`src/rtl/maxpool2x2_layer3_pkg.sv`:
```
// Shared defaults and helpers for the layer-3 2x2 max-pooling stage.
package maxpool2x2_layer3_pkg;

  localparam int LAYER3_WIDTH  = 5;
  localparam int LAYER3_DATA_W = 16;
  localparam int LAYER3_CNT_W  = 32;

  // Address width for a buffer of `depth` entries; never narrower than one bit.
  function automatic int idx_width(input int depth);
    return (depth > 1) ? $clog2(depth) : 1;
  endfunction

endpackage

```
`src/rtl/maxpool2x2_layer3_if.sv`:
```
// Pixel stream into the pooling stage and pooled stream out of it.
interface maxpool2x2_layer3_if #(
  parameter int DATA_W = 16,
  parameter int CNT_W  = 32
);

  logic                     valid_in;
  logic signed [DATA_W-1:0] data_in;
  logic                     valid_out;
  logic signed [DATA_W-1:0] data_out;
  logic [CNT_W-1:0]         out_col;
  logic [CNT_W-1:0]         out_row;
  logic                     frame_done;

  modport master (
    output valid_in,
    output data_in,
    input  valid_out,
    input  data_out,
    input  out_col,
    input  out_row,
    input  frame_done
  );

  modport slave (
    input  valid_in,
    input  data_in,
    output valid_out,
    output data_out,
    output out_col,
    output out_row,
    output frame_done
  );

endinterface

```
`src/rtl/maxpool_line_buffer.sv`:
```
// One row of horizontal pair maxima; synchronous write, combinational read.
module maxpool_line_buffer
  import maxpool2x2_layer3_pkg::*;
#(
  parameter int DEPTH  = 2,
  parameter int DATA_W = 16,
  localparam int ADDR_W = idx_width(DEPTH)
) (
  input  logic                     clk,
  input  logic                     wr_en,
  input  logic [ADDR_W-1:0]        wr_addr,
  input  logic signed [DATA_W-1:0] wr_data,
  input  logic [ADDR_W-1:0]        rd_addr,
  output logic signed [DATA_W-1:0] rd_data
);

  logic signed [DATA_W-1:0] mem_r [DEPTH];

  // Store the even-row pair maximum for its window column.
  always_ff @(posedge clk) begin
    if (wr_en) begin
      mem_r[wr_addr] <= wr_data;
    end
  end

  assign rd_data = mem_r[rd_addr];

endmodule

```
`src/rtl/maxpool2x2_layer3.sv`:
```
// 2x2 stride-2 signed max pooling over a WIDTH x WIDTH raster-order feature map.
module maxpool2x2_layer3
  import maxpool2x2_layer3_pkg::*;
#(
  parameter int WIDTH  = LAYER3_WIDTH,
  parameter int DATA_W = LAYER3_DATA_W,
  parameter int CNT_W  = LAYER3_CNT_W
) (
  input  logic               clk,
  input  logic               rst,
  maxpool2x2_layer3_if.slave bus
);

  localparam int P     = WIDTH / 2;
  localparam int IDX_W = idx_width(P);
  localparam logic [CNT_W-1:0] LAST_IDX   = CNT_W'(WIDTH - 1);
  localparam logic [CNT_W-1:0] ACTIVE_LIM = CNT_W'(2 * P);

  logic [CNT_W-1:0]         in_col_r;
  logic [CNT_W-1:0]         in_row_r;
  logic signed [DATA_W-1:0] h_reg_r;
  logic                     valid_out_r;
  logic signed [DATA_W-1:0] data_out_r;
  logic [CNT_W-1:0]         out_col_r;
  logic [CNT_W-1:0]         out_row_r;
  logic                     frame_done_r;

  logic                     col_last_s;
  logic                     row_last_s;
  logic                     active_s;
  logic                     col_odd_s;
  logic                     row_odd_s;
  logic                     h_load_s;
  logic                     lb_wr_s;
  logic                     emit_s;
  logic                     frame_end_s;
  logic [IDX_W-1:0]         lb_addr_s;
  logic signed [DATA_W-1:0] pair_s;
  logic signed [DATA_W-1:0] lb_rd_s;
  logic signed [DATA_W-1:0] pool_s;

  function automatic logic signed [DATA_W-1:0] smax(
    input logic signed [DATA_W-1:0] a,
    input logic signed [DATA_W-1:0] b
  );
    return (a > b) ? a : b;
  endfunction

  // Decode the current raster position and form the pair / window maxima.
  always_comb begin
    col_last_s  = (in_col_r == LAST_IDX);
    row_last_s  = (in_row_r == LAST_IDX);
    active_s    = (in_col_r < ACTIVE_LIM) && (in_row_r < ACTIVE_LIM);
    col_odd_s   = in_col_r[0];
    row_odd_s   = in_row_r[0];
    lb_addr_s   = in_col_r[IDX_W:1];
    h_load_s    = bus.valid_in && active_s && !col_odd_s;
    lb_wr_s     = bus.valid_in && active_s && col_odd_s && !row_odd_s;
    emit_s      = bus.valid_in && active_s && col_odd_s && row_odd_s;
    frame_end_s = bus.valid_in && col_last_s && row_last_s;
    pair_s      = smax(h_reg_r, bus.data_in);
    pool_s      = smax(lb_rd_s, pair_s);
  end

  maxpool_line_buffer #(
    .DEPTH  (P),
    .DATA_W (DATA_W)
  ) u_line_buffer (
    .clk     (clk),
    .wr_en   (lb_wr_s),
    .wr_addr (lb_addr_s),
    .wr_data (pair_s),
    .rd_addr (lb_addr_s),
    .rd_data (lb_rd_s)
  );

  // Raster position counters; the last pixel of a frame wraps straight to (0,0).
  always_ff @(posedge clk or negedge rst) begin
    if (!rst) begin
      in_col_r <= '0;
      in_row_r <= '0;
    end else if (bus.valid_in) begin
      if (col_last_s) begin
        in_col_r <= '0;
        in_row_r <= row_last_s ? '0 : in_row_r + CNT_W'(1);
      end else begin
        in_col_r <= in_col_r + CNT_W'(1);
      end
    end
  end

  // Left pixel of each horizontal pair.
  always_ff @(posedge clk or negedge rst) begin
    if (!rst) begin
      h_reg_r <= '0;
    end else if (h_load_s) begin
      h_reg_r <= bus.data_in;
    end
  end

  // Pooled result registers; data and coordinates hold between pulses.
  always_ff @(posedge clk or negedge rst) begin
    if (!rst) begin
      valid_out_r  <= 1'b0;
      data_out_r   <= '0;
      out_col_r    <= '0;
      out_row_r    <= '0;
      frame_done_r <= 1'b0;
    end else begin
      valid_out_r  <= emit_s;
      frame_done_r <= frame_end_s;
      if (emit_s) begin
        data_out_r <= pool_s;
        out_col_r  <= in_col_r >> 1;
        out_row_r  <= in_row_r >> 1;
      end
    end
  end

  assign bus.valid_out  = valid_out_r;
  assign bus.data_out   = data_out_r;
  assign bus.out_col    = out_col_r;
  assign bus.out_row    = out_row_r;
  assign bus.frame_done = frame_done_r;

endmodule

```
`src/flat_wrapper.sv`:
```
// flat-port wrapper written by rule: the top's interface ports become plain ports
module maxpool2x2_layer3_flat import maxpool2x2_layer3_pkg::*;
#(
  parameter int WIDTH  = LAYER3_WIDTH,
  parameter int DATA_W = LAYER3_DATA_W,
  parameter int CNT_W  = LAYER3_CNT_W
)
  (clk, rst, bus_valid_in, bus_data_in, bus_valid_out, bus_data_out, bus_out_col, bus_out_row, bus_frame_done);
  maxpool2x2_layer3_if #(.DATA_W(DATA_W), .CNT_W(CNT_W)) bus_i ();
  input  logic clk;
  input  logic rst;
  input wire logic [$bits(bus_i.valid_in)-1:0] bus_valid_in;
  input wire logic [$bits(bus_i.data_in)-1:0] bus_data_in;
  output wire logic [$bits(bus_i.valid_out)-1:0] bus_valid_out;
  output wire logic [$bits(bus_i.data_out)-1:0] bus_data_out;
  output wire logic [$bits(bus_i.out_col)-1:0] bus_out_col;
  output wire logic [$bits(bus_i.out_row)-1:0] bus_out_row;
  output wire logic [$bits(bus_i.frame_done)-1:0] bus_frame_done;
  assign bus_i.valid_in = bus_valid_in;
  assign bus_i.data_in = bus_data_in;
  assign bus_valid_out = bus_i.valid_out;
  assign bus_data_out = bus_i.data_out;
  assign bus_out_col = bus_i.out_col;
  assign bus_out_row = bus_i.out_row;
  assign bus_frame_done = bus_i.frame_done;
  maxpool2x2_layer3 #(.WIDTH(WIDTH), .DATA_W(DATA_W), .CNT_W(CNT_W)) u_core (.clk(clk), .rst(rst), .bus(bus_i));
endmodule
```
`config.mk`:
```
export PLATFORM = sky130hd
export DESIGN_NAME = maxpool2x2_layer3_flat
export DESIGN_NICKNAME = d
export VERILOG_FILES = /design/src/rtl/maxpool2x2_layer3_pkg.sv /design/src/rtl/maxpool2x2_layer3_if.sv /design/src/rtl/maxpool_line_buffer.sv /design/src/rtl/maxpool2x2_layer3.sv /design/src/flat_wrapper.sv
export SDC_FILE = /design/constraint.sdc
export NUM_CORES = 1
export LEC_CHECK = 0
export CORE_ASPECT_RATIO = 1.2
export CORE_MARGIN = 2
export CORE_UTILIZATION = 51
export CTS_CLUSTER_SIZE = 25
export DETAILED_ROUTE_END_ITERATION = 6
export PLACE_DENSITY = 0.87
export SLEW_MARGIN = 20
export SYNTH_ARGS = -nofsm -noshare
export SYNTH_HDL_FRONTEND = slang
export SYNTH_HIERARCHICAL = 1
export SYNTH_SLANG_ARGS = --single-unit
```
`constraint.sdc`:
```
create_clock -name clk -period 4.59 [get_ports clk]
set_input_delay 0.6885 -clock clk [delete_from_list [all_inputs] [get_ports clk]]
set_output_delay 0.6885 -clock clk [all_outputs]
set_load 0.01 [all_outputs]
```
======== Yosys cells after proc, flatten, opt, wreduce, memory -nomap -nowiden ========
Memories as Yosys holds them, arrays and structs flattened.
Index checks and enable logic that the tools add are counted.
storage, ports and cells
  bits of input ports ..................... 19
  word-level logic and storage cells ...... 34
  output and inout bits ................... 82
  memories kept ........................... 1
  register bits ........................... 160
  memory bits (writable) .................. 32
cells by class
  reductions and logical operators ........ 11
  $add $sub $neg .......................... 2
  equality and inequality tests ........... 2
  magnitude comparators ................... 4
  muxes and demuxes ....................... 6
memory list
  name                        depth  width  read ports  clocked after Yosys merged registers in  wr ports  RTL line                   text
  u_core.u_line_buffer.mem_r  2      16     1           0                                        1         maxpool_line_buffer.sv:17  logic signed [DATA_W-1:0] mem_r [DEPTH];
operators with widths
  cell                                                  count
  adder 32 x 1 -> 32 bit, second input constant         2
  equality test 32 x 3 -> 1 bit, second input constant  2
  < comparator 32 x 3 -> 1 bit, second input constant   2
  two-way mux 32 bit                                    2
  greater-than comparator 16 bit                        2
  two-way mux 16 bit                                    2
  logical AND 1 bit                                     8
  logical NOT 1 bit                                     2
  two-way mux 1 bit                                     2
  AND reduction 2 bit                                   1

======== Logic depth before layout (Yosys ltp) ========
  depth in word-level cells ............... 7
  depth in mapped cells ................... 20

======== Hierarchy ========
Netlist, hierarchy kept.
modules (own cells, without submodules)
  module               area each (sq um)  sequential area each (sq um)  cells an instance  instances
  maxpool2x2_layer3    7339.5             4003.8                        685                1
  maxpool_line_buffer  1222.4             960.9                         52                 1

======== Worst setup path after synthesis ========
Ideal clock, no wire load.
  path type ............................... input -> register
  start ................................... in bus_data_in[5]
  end ..................................... reg u_core.data_out_r[10], in the netlist u_core/bus.data_out[10]
  stages .................................. 19
  path slack .............................. -0.144 ns
  data arrival time ....................... 4.602 ns
  setup time .............................. 0.132 ns
  cell sequence ........................... inv_1 ha_1 a211oi_1 nor2_1 o21a_1 a2111oi_0 mux2_2 buf_2 buf_4 mux2i_1 ha_1 and4_1 nand2_1 a21oi_1 nor3_1 mux2i_1 clkbuf_1 a2bb2oi_1 o21ai_0
on the way
  word-level cells in the longest chain between the ends .. 4
RTL lines
  item                            RTL line                  text
  start: declaration              flat_wrapper.sv:13        input wire logic [$bits(bus_i.data_in)-1:0] bus_data_in;
  greater-than comparator 16 bit  maxpool2x2_layer3.sv:46   return (a > b) ? a : b;
  two-way mux 16 bit (*)          maxpool2x2_layer3.sv:46
  greater-than comparator 16 bit  maxpool2x2_layer3.sv:46
  two-way mux 16 bit (*)          maxpool2x2_layer3.sv:46
  end signal: assignment          maxpool2x2_layer3.sv:113  data_out_r <= pool_s;
  end: declaration                maxpool2x2_layer3.sv:23   logic signed [DATA_W-1:0] data_out_r;
Mark *: on every way between the ends. The rest lies on a longest branch, timed or not.
A chain may end at the register's enable or synchronous reset.

======== Worst setup path in the final report ========
  start ................................... in bus_data_in[11]
  end ..................................... reg u_core.data_out_r[12], in the netlist u_core/bus.data_out[12]
on the way
  word-level cells in the longest chain between the ends .. 4
RTL lines
  item                            RTL line                 text
  greater-than comparator 16 bit  maxpool2x2_layer3.sv:46
  two-way mux 16 bit              maxpool2x2_layer3.sv:46
  net u_core.pair_s[0]            maxpool2x2_layer3.sv:38  logic signed [DATA_W-1:0] pair_s;
  greater-than comparator 16 bit  maxpool2x2_layer3.sv:46
  two-way mux 16 bit              maxpool2x2_layer3.sv:46
The timed path passes the listed nets, and every way through them passes these cells.

==> impl_metrics.json <==
{
  "final_util_pct": 67.5,
  "tightest_slew_ns": 1.09,
  "seq_area_frac_synth_pct": 58.0,
  "cp-end-kind": "flip-flop",
  "synth.avg_cell_area_sq_um": 11.6,
  "worst_setup_path_start_kind": "primary input",
  "syn2layout_area_growth_pct": 28.8,
  "portBuffers": 98,
  "grt_pass1_vias": 6223,
  "maxCapViolations": 0,
  "cts_hold_buffers": 0,
  "ys.flop_type": "dfrtp_1",
  "max_freq_mhz": 205,
  "drtIter0Drc": 494,
  "synthCells": 737,
  "drt_wl_total_um": 20100,
  "root_buffer": "clkbuf_16",
  "fin_total_pwr_w": 0.00404,
  "die_w_um": 122,
  "grt_pass1_wl_um": 31100,
  "vdd_drop_max_uv": 277,
  "cts.path.max_buffers": 2,
  "grt_max_degree": 79,
  "worstHoldPathType": "in2async",
  "criticalPathCategory": "in2reg",
  "fp.dieArea_sq_mm": 0.0178,
  "synth-edff-count": 32,
  "hold_violations": 0,
  "violations": "setup timing",
  "numCtsBuffers": 17,
  "crit_required_ns": 4.89,
  "ys_types": 44,
  "globalRouteTotalUtil_pct": 22.2,
  "grt_remaining_overflow": 0,
  "dpl-instance-area_sq_mm": 0.00999,
  "final_cell_area_sq_mm": 0.0110,
  "avgRoutedWirePerCell_um": 18.3,
  "hpwl_um": 12200,
  "tritoncts": "built",
  "io_pins": 101,
  "p_per_area_mw_per_mm2": 367,
  "drv_slew": 0,
  "finalSetupViolCount": 16,
  "vias_per_cell": 5.63,
  "die_h_um": 146,
  "p_leak_nw": 5.14,
  "htreeDepth": 4,
  "ys_seq_elements": 192,
  "drc": 0,
  "clock_latency_ns": 0.44,
  "syn-cell-area_sq_mm": 0.00856,
  "max-slew-margin-rel_pct": 27.1,
  "diodes": 0,
  "fin_crit_ns": 4.88,
  "fill_cells": 1110,
  "status": "complete, but fails checks",
  "fp-row-count": 51,
  "ys_warn_count": 6,
  "num_vias": 6178,
  "start_util_pct": 52.4,
  "clkTransAtPathRegs_ns": 0.07,
  "placed_cells": 1061,
  "gp_congestion": 0.864,
  "cts_sinks": 192,
  "hold_slack_ns": 0.272,
  "drive_gt1_share_pct": 15.7,
  "layout.nets": 928,
  "async_reset_ff_share_pct": 83.3,
  "antenna_found_initial": 0,
  "setup_ws_ns": -0.290,
  "crit_arrival_ns": 5.18,
  "final_cells": 1097,
  "finalClockSkew_ns": 0.0161,
  "coreArea_sq_mm": 0.0163,
  "final_antenna_net_count": 0,
  "crit_path_max_fanout": 10,
  "firstDrtPassIters": 5,
  "fin_crit_sh_pct": 106
}
-- cell families (layout without fill, tap and decap cells) --
logic type / after synthesis / count (layout) / synth area share (%)
AO/OA/AOI/OAI: 86 / 86 / 6.20
XOR/XNOR: 55 / 55 / 5.63
adder cells (fa/ha/maj): 36 / 36 / 5.26
buffers and inverters: 69 / 216 / 3.55
flip-flops: 192 / 192 / 58.0
multiplexers: 35 / 35 / 4.79
other: 1 / 2 / 0.0438
AND/OR/NAND/NOR: 263 / 263 / 16.5
-- cell usage after synthesis (14+ instances only) --
library cell / count / area [sq um]
clkbuf_1: 19 / 71.3
inv_1: 42 / 158
xor2_1: 14 / 123
dfrtp_1: 160 / 4000
nand4_1: 23 / 144
nor4_1: 14 / 87.6
nor2_1: 19 / 71.3
mux2i_1: 17 / 170
and3_1: 16 / 100
o21ai_0: 44 / 220
ha_1: 36 / 450
xnor2_1: 41 / 359
nand2_1: 76 / 285
nor2b_1: 67 / 419
nand3_1: 18 / 90.1
a2bb2oi_1: 16 / 140
edfxtp_1: 32 / 961
-- through the flow --
step           TNS, ns  setup slack [ns]
4_1_cts              0            0.0418
2_1_floorplan        0            0.0219
3_3_place_gp     -6.01            -0.388
5_1_grt          -4.83            -0.380
3_5_place_dp     -8.35            -0.552
6_report         -2.85            -0.290
-- state kept, by name (all words and copies together), names as in the netlist --
| signal | count |
|---|---|
| u_core/bus.frame_done | 1 |
| u_core/in_col_r | 32 |
| u_core/in_row_r | 32 |
| u_core/bus.out_col | 31 |
| u_core/bus.data_out | 16 |
| u_core/h_reg_r | 16 |
| u_core/bus.valid_out | 1 |
| u_core/u_line_buffer/mem_r | 32 |
| u_core/bus.out_row | 31 |
-- cells in the final DEF, fill, tap and decap left out, types with 4 or more instances in the layout --
cell type | Yosys | routed
mux2i_4 | 0 | 6
xnor2_1 | 41 | 41
inv_1 | 42 | 39
buf_4 | 3 | 40
and4_1 | 6 | 5
a21o_1 | 4 | 4
clkbuf_16 | 0 | 20
nor4_1 | 14 | 13
nor2b_1 | 67 | 67
nor2_1 | 19 | 19
edfxtp_1 | 32 | 32
a2bb2oi_2 | 0 | 6
dlymetal6s2s_1 | 0 | 5
a2bb2oi_1 | 16 | 9
ha_1 | 36 | 30
o21ai_0 | 44 | 31
nor3_1 | 13 | 11
mux2_2 | 8 | 7
a21oi_1 | 10 | 7
dfrtp_1 | 160 | 160
xor2_1 | 14 | 14
ha_4 | 0 | 6
nand3_1 | 18 | 18
nand2_1 | 76 | 73
mux2_4 | 10 | 11
nand4_1 | 23 | 23
and3_1 | 16 | 16
o21ai_1 | 0 | 12
mux2i_1 | 17 | 8
clkdlybuf4s50_1 | 0 | 92
-- critical path, stage by stage --
cell	delay, ns
clkdlybuf4s50_1	0.57
inv_1	0.10
ha_1	0.35
nand2_4	0.13
a211oi_2	0.05
o21a_1	0.15
a2111oi_4	0.39
mux2_4	0.36
buf_12	0.16
buf_4	0.15
mux2i_2	0.18
inv_1	0.08
ha_1	0.19
nor2b_1	0.13
o211ai_1	0.16
a211oi_2	0.31
nor3_2	0.08
mux2i_2	0.24
buf_4	0.18
buf_12	0.14
a2bb2oi_1	0.25
o21ai_1	0.12
-- final cells by class --
class / count / area (sq um) / share of cell area [%]
Multi-Input combinational cell: 477 / 3630 / 33.0
Inverter: 42 / 158 / 1.43
Sequential cell: 192 / 4960 / 45.0
Tap cell: 212 / 265 / 2.41
Clock buffer: 22 / 507 / 4.60
Clock inverter: 9 / 114 / 1.03
Timing Repair Buffer: 143 / 1380 / 12.5
-- per-layer routing --
| layer | GRT usage (%) | routed length, um | vias up |
|---|---|---|---|
| met2 | 36.1 | 10200 | 233 |
| met3 | 4.39 | 984 | 64 |
| met4 | 10.1 | 634 | 0 |
| met5 | 0 | 0 | - |
| li1 | - | - | 2808 |
| met1 | 28.5 | 8270 | 3073 |
-- path summary, 6_finish.rpt --
path / start / to / slack [ns] / depth (start not counted)
min in group clk: u_core/in_col_r[31]$_DFFE_PN0P_ / u_core/in_col_r[31]$_DFFE_PN0P_ / 0.49 / 1
max in group asynchronous: rst / u_core/h_reg_r[2]$_DFFE_PN0P_ / 3.24 / 2
worst min register to register: u_core/in_col_r[31]$_DFFE_PN0P_ / u_core/in_col_r[31]$_DFFE_PN0P_ / 0.49 / 1
worst max register to register: u_core/h_reg_r[13]$_DFFE_PN0P_ / u_core/bus.data_out[12]$_DFFE_PN0P_ / 0.02 / 20
worst min-delay path: rst / u_core/bus.out_row[12]$_DFFE_PN0P_ / 0.27 / 1
worst max-delay path: bus_data_in[11] / u_core/bus.data_out[12]$_DFFE_PN0P_ / -0.29 / 22
-- report_power, final --
group | switching [W] | internal, W | total [W]
Combinational | 0.000314 | 0.000316 | 0.000630
Clock | 0.000630 | 0.000900 | 0.00153
Sequential | 0.000106 | 0.00178 | 0.00188
Total | 0.00105 | 0.00299 | 0.00404
-- repair_timing --
item | in CTS | in global routing
endpoints found under the setup margin | 16 | 16
resized for setup | 25 | 52
cloned | 1 | 0
pin swaps | 6 | 8
buffers inserted | 2 | 2
Power figures use the tool's default switching activity.
